--- config.mk ---
export PLATFORM = sky130hd
export DESIGN_NAME = spm_line_xfer
export DESIGN_NICKNAME = d
export VERILOG_FILES = /design/src/rtl/spm_line_xfer.sv
export SDC_FILE = /design/constraint.sdc
export NUM_CORES = 1
export LEC_CHECK = 0
export BUFFER_PORTS_ARGS = -buffer_cell sky130_fd_sc_hd__buf_2
export CAP_MARGIN = 20
export CORE_AREA = 2 2 211 213
export DETAILED_ROUTE_END_ITERATION = 8
export DIE_AREA = 0 0 213 215
export GPL_TIMING_DRIVEN = 0
export PLACE_DENSITY = 0.74
export REMOVE_ABC_BUFFERS = 1
export SETUP_SLACK_MARGIN = 0.2
export SLEW_MARGIN = 20
export SYNTH_ARGS = -nofsm -noshare
export SYNTH_HDL_FRONTEND = slang
export SYNTH_SLANG_ARGS = --single-unit
--- constraint.sdc ---
create_clock -name clk_i -period 1.85 [get_ports clk_i]
set_input_delay 0.185 -clock clk_i [delete_from_list [all_inputs] [get_ports clk_i]]
set_output_delay 0.185 -clock clk_i [all_outputs]
set_load 0.02 [all_outputs]
--- src/rtl/spm_line_xfer.sv ---
// Line-to-word transfer initiator for one SPM request port.
// A line read or write from a line-granular master is split into XLEN-wide word
// requests on a dcache-style request/response pair. The word responses are
// gathered and one line-level completion pulse is returned.
// The package holds the port structs so the file is self-contained.

package spm_line_xfer_pkg;

  localparam int XLEN               = 64;
  localparam int DCACHE_INDEX_WIDTH = 12;
  localparam int DCACHE_TAG_WIDTH   = 44;

  // Word request toward the SPM controller.
  typedef struct packed {
    logic [DCACHE_INDEX_WIDTH-1:0] address_index;
    logic [DCACHE_TAG_WIDTH-1:0]   address_tag;
    logic [XLEN-1:0]               data_wdata;
    logic                          data_req;
    logic                          data_we;
    logic [XLEN/8-1:0]             data_be;
    logic [1:0]                    data_size;
    logic                          kill_req;
    logic                          tag_valid;
  } dcache_req_i_t;

  // Word response from the SPM controller.
  typedef struct packed {
    logic            data_gnt;
    logic            data_rvalid;
    logic [XLEN-1:0] data_rdata;
  } dcache_req_o_t;

  typedef enum logic [1:0] {
    S_IDLE  = 2'd0,
    S_ISSUE = 2'd1,
    S_DONE  = 2'd2
  } xfer_state_e;

endpackage

// Handshakes:
//  - Line side: a request is taken on a cycle where line_req_i and line_ready_o
//    are both high; the master must hold its fields stable until then. The
//    completion is a one-cycle line_valid_o pulse with no back-pressure.
//  - Word side: data_req and every request field are registered and held until
//    the word completes. A write completes on data_gnt, a read on data_rvalid;
//    the other signal is ignored, as is any response while data_req is low.
module spm_line_xfer
  import spm_line_xfer_pkg::*;
#(
  parameter int LINE_WIDTH     = 128,
  parameter int ADDR_WIDTH     = 64,
  parameter int IDX_WIDTH      = 12,
  parameter int TIMEOUT_CYCLES = 256
) (
  input  logic                    clk_i,
  input  logic                    rst_ni,
  input  logic                    line_req_i,
  output logic                    line_ready_o,
  input  logic                    line_we_i,
  input  logic [ADDR_WIDTH-1:0]   line_addr_i,
  input  logic [LINE_WIDTH-1:0]   line_wdata_i,
  input  logic [LINE_WIDTH/8-1:0] line_be_i,
  output logic                    line_valid_o,
  output logic [LINE_WIDTH-1:0]   line_rdata_o,
  output logic                    line_err_o,
  output dcache_req_i_t           spm_req_o,
  input  dcache_req_o_t           spm_req_i,
  output xfer_state_e             dbg_state_o
);

  localparam int N_WORDS   = LINE_WIDTH / XLEN;
  localparam int XB        = XLEN / 8;
  localparam int BE_W      = LINE_WIDTH / 8;
  localparam int KW        = (N_WORDS > 1) ? $clog2(N_WORDS) : 1;
  localparam int BYTE_BITS = $clog2(XB);
  localparam int TW        = (TIMEOUT_CYCLES > 0) ? $clog2(TIMEOUT_CYCLES + 1) : 1;

  localparam logic [TW-1:0]        TMO_LAST  = TW'((TIMEOUT_CYCLES > 0) ? TIMEOUT_CYCLES - 1 : 0);
  localparam logic [XLEN-1:0]      BAD_WORD  = XLEN'(64'hCA11AB1E_BADCAB1E);
  localparam logic [IDX_WIDTH-1:0] LINE_MASK = IDX_WIDTH'(BE_W - 1);

  // Lowest word index >= start whose byte-enable slice is nonzero; MSB = found.
  function automatic logic [KW:0] find_word(input logic [BE_W-1:0] be, input int start);
    logic [KW:0] res;
    res = '0;
    for (int j = N_WORDS - 1; j >= 0; j--) begin
      if (j >= start && (|be[j*XB +: XB])) begin
        res = {1'b1, KW'(j)};
      end
    end
    return res;
  endfunction

  // Full word request for word k of the line described by base/tag/we/wdata/be.
  function automatic dcache_req_i_t word_req(input logic [IDX_WIDTH-1:0]        base,
                                             input logic [DCACHE_TAG_WIDTH-1:0] tag,
                                             input logic                        we,
                                             input logic [LINE_WIDTH-1:0]       wdata,
                                             input logic [BE_W-1:0]             be,
                                             input logic [KW-1:0]               k);
    dcache_req_i_t r;
    logic [IDX_WIDTH-1:0] idx;
    r               = '0;
    idx             = base | (IDX_WIDTH'(k) << BYTE_BITS);
    r.address_index = DCACHE_INDEX_WIDTH'(idx);
    r.address_tag   = tag;
    r.data_wdata    = wdata[k*XLEN +: XLEN];
    r.data_req      = 1'b1;
    r.data_we       = we;
    r.data_be       = we ? be[k*XB +: XB] : '1;
    r.data_size     = 2'(BYTE_BITS);
    r.kill_req      = 1'b0;
    r.tag_valid     = 1'b1;
    return r;
  endfunction

  xfer_state_e                 state_q, state_d;
  logic                        we_q;
  logic [IDX_WIDTH-1:0]        base_q;
  logic [DCACHE_TAG_WIDTH-1:0] tag_q;
  logic [LINE_WIDTH-1:0]       wdata_q;
  logic [BE_W-1:0]             be_q;
  logic [LINE_WIDTH-1:0]       rdata_q;
  logic                        err_q;
  logic [KW-1:0]               k_q;
  logic [TW-1:0]               tmo_q;
  dcache_req_i_t               req_q;

  logic                        accept;
  logic                        word_done;
  logic                        tmo_fire;
  logic [KW:0]                 first_w;
  logic [KW:0]                 next_w;
  logic [IDX_WIDTH-1:0]        in_base;
  logic [DCACHE_TAG_WIDTH-1:0] in_tag;

  // Event decode: accept, word completion, timeout, and word selection.
  always_comb begin
    accept    = line_req_i && (state_q == S_IDLE);
    in_base   = line_addr_i[IDX_WIDTH-1:0] & ~LINE_MASK;
    in_tag    = DCACHE_TAG_WIDTH'(line_addr_i >> IDX_WIDTH);
    first_w   = line_we_i ? find_word(line_be_i, 0) : {1'b1, KW'(0)};
    word_done = (state_q == S_ISSUE) && req_q.data_req &&
                (we_q ? spm_req_i.data_gnt : spm_req_i.data_rvalid);
    if (we_q) begin
      next_w = find_word(be_q, int'(k_q) + 1);
    end else if (int'(k_q) + 1 < N_WORDS) begin
      next_w = {1'b1, KW'(int'(k_q) + 1)};
    end else begin
      next_w = '0;
    end
    // A completion in the same cycle wins over the timeout.
    tmo_fire = (TIMEOUT_CYCLES != 0) && (state_q == S_ISSUE) && !word_done &&
               (tmo_q == TMO_LAST);
  end

  // State register.
  always_ff @(posedge clk_i or negedge rst_ni) begin
    if (!rst_ni) begin
      state_q <= S_IDLE;
    end else begin
      state_q <= state_d;
    end
  end

  // Next-state logic: IDLE -> ISSUE -> DONE -> IDLE, zero-enable writes skip ISSUE.
  always_comb begin
    state_d = state_q;
    case (state_q)
      S_IDLE: begin
        if (accept) begin
          state_d = first_w[KW] ? S_ISSUE : S_DONE;
        end
      end
      S_ISSUE: begin
        if (word_done && !next_w[KW]) begin
          state_d = S_DONE;
        end else if (tmo_fire) begin
          state_d = S_DONE;
        end
      end
      S_DONE: begin
        state_d = S_IDLE;
      end
      default: begin
        state_d = S_IDLE;
      end
    endcase
  end

  // Line context, word request register, read buffer, error and timeout counter.
  always_ff @(posedge clk_i or negedge rst_ni) begin
    if (!rst_ni) begin
      we_q    <= 1'b0;
      base_q  <= '0;
      tag_q   <= '0;
      wdata_q <= '0;
      be_q    <= '0;
      rdata_q <= '0;
      err_q   <= 1'b0;
      k_q     <= '0;
      tmo_q   <= '0;
      req_q   <= '0;
    end else if (accept) begin
      we_q    <= line_we_i;
      base_q  <= in_base;
      tag_q   <= in_tag;
      wdata_q <= line_wdata_i;
      be_q    <= line_be_i;
      rdata_q <= '0;
      err_q   <= 1'b0;
      tmo_q   <= '0;
      k_q     <= first_w[KW-1:0];
      if (first_w[KW]) begin
        req_q <= word_req(in_base, in_tag, line_we_i, line_wdata_i, line_be_i, first_w[KW-1:0]);
      end else begin
        req_q <= '0;
      end
    end else if (state_q == S_ISSUE) begin
      if (word_done) begin
        tmo_q <= '0;
        if (!we_q) begin
          rdata_q[k_q*XLEN +: XLEN] <= spm_req_i.data_rdata;
          if (spm_req_i.data_rdata == BAD_WORD) begin
            err_q <= 1'b1;
          end
        end
        if (next_w[KW]) begin
          // Back-to-back issue: the responder is idle again once it has answered.
          k_q   <= next_w[KW-1:0];
          req_q <= word_req(base_q, tag_q, we_q, wdata_q, be_q, next_w[KW-1:0]);
        end else begin
          req_q <= '0;
        end
      end else if (tmo_fire) begin
        // Abandon the remaining words; unread words stay zero.
        req_q <= '0;
        err_q <= 1'b1;
      end else begin
        tmo_q <= tmo_q + 1'b1;
      end
    end
  end

  assign line_ready_o = (state_q == S_IDLE);
  assign line_valid_o = (state_q == S_DONE);
  assign line_err_o   = line_valid_o && err_q;
  assign line_rdata_o = rdata_q;
  assign spm_req_o    = req_q;
  assign dbg_state_o  = state_q;

endmodule
======== Yosys cells after proc, flatten, opt, wreduce, memory -nomap -nowiden ========
Index checks and enable logic that the tools add are counted.
W data, S select, Z words.
word-level totals
  register bits ........................... 472
  input bits .............................. 278
cells by class
  add/subtract/negate cells ............... 3
  magnitude comparators ................... 3
  eq/ne operators ......................... 10
  shift-type cells ........................ 6
  muxes and demuxes ....................... 40
  bitwise gates (word level) .............. 2
  reductions and logical operators ........ 26
operators by type and width
  kind                         count
  $mux W134                    6
  $mux W128                    4
  $shiftx A128 B8 Y64          2
  $bwmux W128                  1
  $shift A64 B34 Y128 const A  1
  $shiftx A64 B34 Y128         1
  $eq A64 B64 Y1 const B       1
  $mux W9                      4
  $neg A7 Y34                  1
  $ge A1 B32 Y1 const A        1
  $ge A2 B32 Y1 const A        1
  $lt A32 B3 Y1 const B        1
  $reduce_or A8 Y1             4
  $shiftx A16 B5 Y8            2
  $or A12 B4 Y12               2
  $mux W2                      11
  $mux W8                      2
  $mux W1                      11
  $add A9 B1 Y9 const B        1
  $eq A9 B8 Y1 const B         1
  $logic_and A1 B1 Y1          9
  $ne A3 B2 Y1 const B         2
  $ne A3 B3 Y1 const B         2
  $reduce_and A2 Y1            3
  other kinds (11)             16

======== Longest topological paths before layout ========
  depth after elaboration ................. 12
  depth in mapped cells ................... 11
  depth with buffers taken out ............ 9

======== Least setup slack after synthesis ========
No wires, ideal clock.
  path type ............................... register to register
  from .................................... register tmo_q[0]
  to ...................................... register req_q, in the netlist spm_req_o[10]
  arrival time ............................ 1.984 ns
  required time ........................... 1.767 ns
  slack ................................... -0.216 ns
  cell stages (with the launch flop) ...... 12
  buffers on the path ..................... 2
  clock period less this slack ............ 2.066 ns
  cells stage by stage .................... dfrtp_1 ha_1 nand2_1 nor2_1 ha_1 nand2_1 a21oi_1 nor2_1 clkbuf_1 clkbuf_1 a22oi_1 o21ai_0
on the way
  cells in the longest elaborated chain, start to end .. 4
ends and longest elaborated chain
  element                              RTL line  source
  from (decl)                          127       logic [TW-1:0] tmo_q;
  from (signal assigned)               241       tmo_q <= tmo_q + 1'b1;
  $eq A9 B8 Y1                         155       (tmo_q == TMO_LAST);
  $logic_and A1 B1 Y1                  154       tmo_fire = (TIMEOUT_CYCLES != 0) && (state_q == S_ISSUE) && !word_done &&
  $reduce_bool A3 Y1 (no source line)  n/a
  $reduce_and A2 Y1 (no source line)   n/a
  to (signal assigned)                 216       req_q <= word_req(in_base, in_tag, line_we_i, line_wdata_i, line_be_i, first_w[KW-1:0]);
  to (signal assigned)                 232       req_q <= word_req(base_q, tag_q, we_q, wdata_q, be_q, next_w[KW-1:0]);
  to (decl)                            128       dcache_req_i_t req_q;
Every way passes these cells.
A chain may end at the register's enable or synchronous reset.

======== Worst setup path in the final report ========
  from .................................... register be_q[15]
  to ...................................... register req_q, in the netlist spm_req_o[40]
on the way
  cells in the longest elaborated chain, start to end .. 10
ends and longest elaborated chain
  element                 RTL line  source
  from (decl)             123       logic [BE_W-1:0] be_q;
  from (signal assigned)  210       be_q <= line_be_i;
  $reduce_or A8 Y1 *      88        if (j >= start && (|be[j*XB +: XB])) begin
  $logic_and A1 B1 Y1 *   88
  $mux W2 * (2 in a row)  88
  $mux W2 *               146       if (we_q) begin
  $shiftx A128 B8 Y64     108       r.data_wdata = wdata[k*XLEN +: XLEN];
  $mux W134 *             229       if (next_w[KW]) begin
  $mux W134 *             221       if (word_done) begin
  $mux W134 *             220       end else if (state_q == S_ISSUE) begin
  $mux W134 *             205       end else if (accept) begin
Every way passes the cells marked *; elsewhere a longest branch is shown, timed or not. The select of a mux whose other input is x is not followed.

==> qor.csv <==
metric,value,unit
RSZ-0062 raised after global routing,true,
# DRC,0,
sequential cell area,9840,sq um
Wirelength per Cell,27.7,microns
Routed Wire Length,93.2,mm
Initial Utilization,38.1,%
gpl congestion,0.845,
"Worst Setup Slack, final",-465,ps
# rows,77,
CTS tree,yes,
boundary pin count,545,
Clock Power Share,17.7,%
# Max-Cap Violations,0,
average size of a mapped cell,9.24,sq um
"Slew Viols, Final",0,
area grow syn2layout,75.5,%
"Seq/Total Area, Yosys",59.1,%
Post-synth EDFFs,0,
Multi-input gate area,7780,sq um
Flop pwr share,32.0,%
switch share,43.1,%
Internal Power,27200,uW
status,"finished, violations left",
crit start category,flop,
Final Cycle Share,125,%
htree depth,2,
pin count of the biggest net entering global routing,100,
Worst VDD drop,1.13,mV
Pwr Density,1640,nW/um^2
CTS Buffer Depth,3,
Tightest Pin Transition,757,ps
Post-Syn Area,16600,sq um
Root Driver,clkbuf_16,
Buf/Inv on CP,4,
clk_lat worst skew,570,ps
share of layout cells above drive strength 1,42.2,%
total CTS buffers,43,
worst path cell trace,nor4_2 -> and3_4 -> nor3_4 -> buf_8 -> buf_12 -> buf_12 -> buf_12 -> a221o_1,
combinational fraction of design power,50.3,%
top area cells in the synthesized netlist,"dfrtp_1 59%, nand2_1 16%, a221o_1 7.0%, o21ai_0 4.2%, a21oi_1 2.2%",
Routed Antenna Nets,0,
R2R cell count,8,
DR iter-0 viols,3027,
crit-path most repeated cell,buf_12,
Max-slew headroom,49.1,%
CP required,2270,ps
"count leader, synth",nand2_1,
CP peak stage delay,420,ps
die height,215,microns
R2R Setup Slk,-470,ps
global-route wire length before repair,106,mm
Crit. path cell count,8,
area share of the largest cell type after synthesis,59.1,%
Async SR Flop Fraction,100,%
NumNets Final,3009,
vias in the first global route,19200,
crit end category,flop,
clk slew on worst S/H paths,70,ps
post-synth cell types,43,
Final HPWL DP,37.4,mm
Die Span X,213,microns
top post-synthesis cells by count,"704 x nand2_1, 393 x dfrtp_1, 140 x o21ai_0",
Crit Reg-Reg Startpoint,be_q[15]$_DFFE_PN0P_,
CP Launch Point,be_q[15]$_DFFE_PN0P_,
"area leader, netlist",dfrtp_1,
Leakage,0.0148,uW
final instance area,29200,sq um
Cells after Synth,1801,
register bit count reported by yosys,393,
Final Hold Fails,0,
Layout fillers,2658,
Synth Flop Type,dfrtp_1,
Port Buf Inserts,528,
GRT overflow,0,
Hold WC Path Type,in -> reg,
CP max FO,14,
violated checks,setup timing,
maximum clock frequency,432,MHz
Sw Pwr,20600,uW
Period minus WS final,2320,ps
synth warn,0,
Placed Area,20400,sq um
GR Util All Layers,29.6,%
CP arrival,2730,ps
CP endpoint,spm_req_o[40]$_DFFE_PN0P_,
CP Class,reg -> reg,
die area,45800,sq um
core area,43600,sq um
R2R Path End,spm_req_o[40]$_DFFE_PN0P_,
initial antenna violation count,10,
Slowest cell on crit path,nor4_2,
Pre-antenna DRT Iters,8,
final setup fails,300,
Post-Place Setup Slack,-1270,ps
"delay-heaviest family, CP",simple AND/OR/NAND/NOR gates,
vias per cell,6.29,
Final Skew,28.3,ps
via count,21100,
TritonCTS Sinks,393,
==> logic make-up (layout without fill, tap and decap cells) <==
family | after synthesis | count (layout) | synth area share [%]
muxes | 2 | 2 | 0.128
AOI/OAI and AO/OA | 348 | 348 | 14.3
xor gates and xnor gates | 5 | 5 | 0.263
adders and majority gates | 2 | 2 | 0.150
and+or+nand+nor | 899 | 901 | 22.0
DFF | 393 | 393 | 59.1
buffers and inverters | 151 | 1102 | 4.04
other | 1 | 14 | 0.0225
==> power by group through the flow <==
stage          clock network (uW)  logic (uW)  registers (uW)
6_report                     8450       24000           15300
5_1_grt                      8780       24800           15400
4_1_cts                      8190       18400           14400
3_5_place_dp                    0       14600           14400
3_3_place_gp                    0       11500           13900
2_1_floorplan                   0        5480           17100
==> flip-flops by register name (all words and copies together) (netlist names) <==
register / cells
base_q: 8
be_q: 8
dbg_state_o: 2
err_q: 1
k_q: 1
line_rdata_o: 128
spm_req_o: 127
tag_q: 44
tmo_q: 9
wdata_q: 64
we_q: 1
==> routing by layer <==
layer / track usage [%] / vias up / part of all wire [%]
met2: 48.9 / 2268 / 45
met1: 33.1 / 9963 / 31
met4: 18.7 / 2 / 11
met3: 9.25 / 889 / 13
li1: - / 7996 / -
met5: 0 / - / 0.013
==> layout by cell type, fill, tap and decap left out, types with 5 or more instances in the layout <==
cell type	count
nand2b_1	7
buf_8	30
nor2_4	14
clkinv_2	9
nor4bb_1	5
nand2_1	528
dlymetal6s4s_1	6
xor2_1	5
nand4_1	6
diode_2	10
buf_12	39
clkbuf_16	80
a22oi_2	5
clkbuf_8	5
nand2_4	89
nand2_2	87
o21ai_0	9
buf_4	58
a21oi_1	67
nand3_1	66
buf_2	518
a221o_1	117
o21ai_2	75
o21ai_1	54
buf_16	44
dlygate4sd3_1	231
nor2_1	52
clkbuf_1	13
dfrtp_1	390
a211oi_1	7
nand4b_1	5
buf_6	60
==> tightest hold or removal path, stage by stage <==
cell and delay [ps]:
buf_2 70, nand2_1 40, a21oi_1 120, a221o_1 120
==> area by class of cell <==
class	instances	area share, %
Clock buffer	63	4.26
Clock inverter	10	0.180
Timing Repair Buffer	1024	32.6
Sequential cell	393	33.7
Inverter	5	0.0643
Multi-Input combinational cell	1262	26.6
Tap cell	592	2.54
Antenna cell	10	0.0857
==> how the worst min path moves through the flow <==
stage / start / endpoint / slack [ps] / cells after the start
after CTS: line_wdata_i[25] / spm_req_o[39]$_DFFE_PN0P_ / 0.09 / 4
after detailed placement: rst_ni / line_rdata_o[108]$_DFFE_PN0P_ / 80 / 1
after floorplan: rst_ni / base_q[10]$_DFFE_PN0P_ / -110 / 0
final: line_wdata_i[3] / spm_req_o[17]$_DFFE_PN0P_ / 30 / 4
after global placement: line_wdata_i[94] / wdata_q[94]$_DFFE_PN0P_ / 390 / 3
after global routing: line_wdata_i[35] / spm_req_o[49]$_DFFE_PN0P_ / 50 / 4
==> repair_timing <==
item                                   CTS  global route
hold buffers                           241             1
setup endpoints to repair              368           494
pin swaps                               66           188
cloned                                  30            42
buffers inserted                        74            59
endpoints found under the hold margin  461           109
gates resized for setup                241           513
==> per-stage QoR <==
| step | TNS, ps | util [%] | power [uW] | hold slack (ps) | instances |
|---|---|---|---|---|---|
| after detailed placement | -197620 | 46.6 | 29100 | 75.5 | 2830 |
| after floorplan | -1711740 | - | 22500 | -111 | 1658 |
| after CTS | -38600 | 59.8 | 41000 | 0.0881 | 3248 |
| final | -76430 | 66.9 | 47800 | 25.9 | 3359 |
| after global placement | -5830540 | 44.4 | 25400 | 391 | 2778 |
| after global routing | -77720 | 66.9 | 48900 | 45.9 | 3354 |
Power figures use the tool's default switching activity.
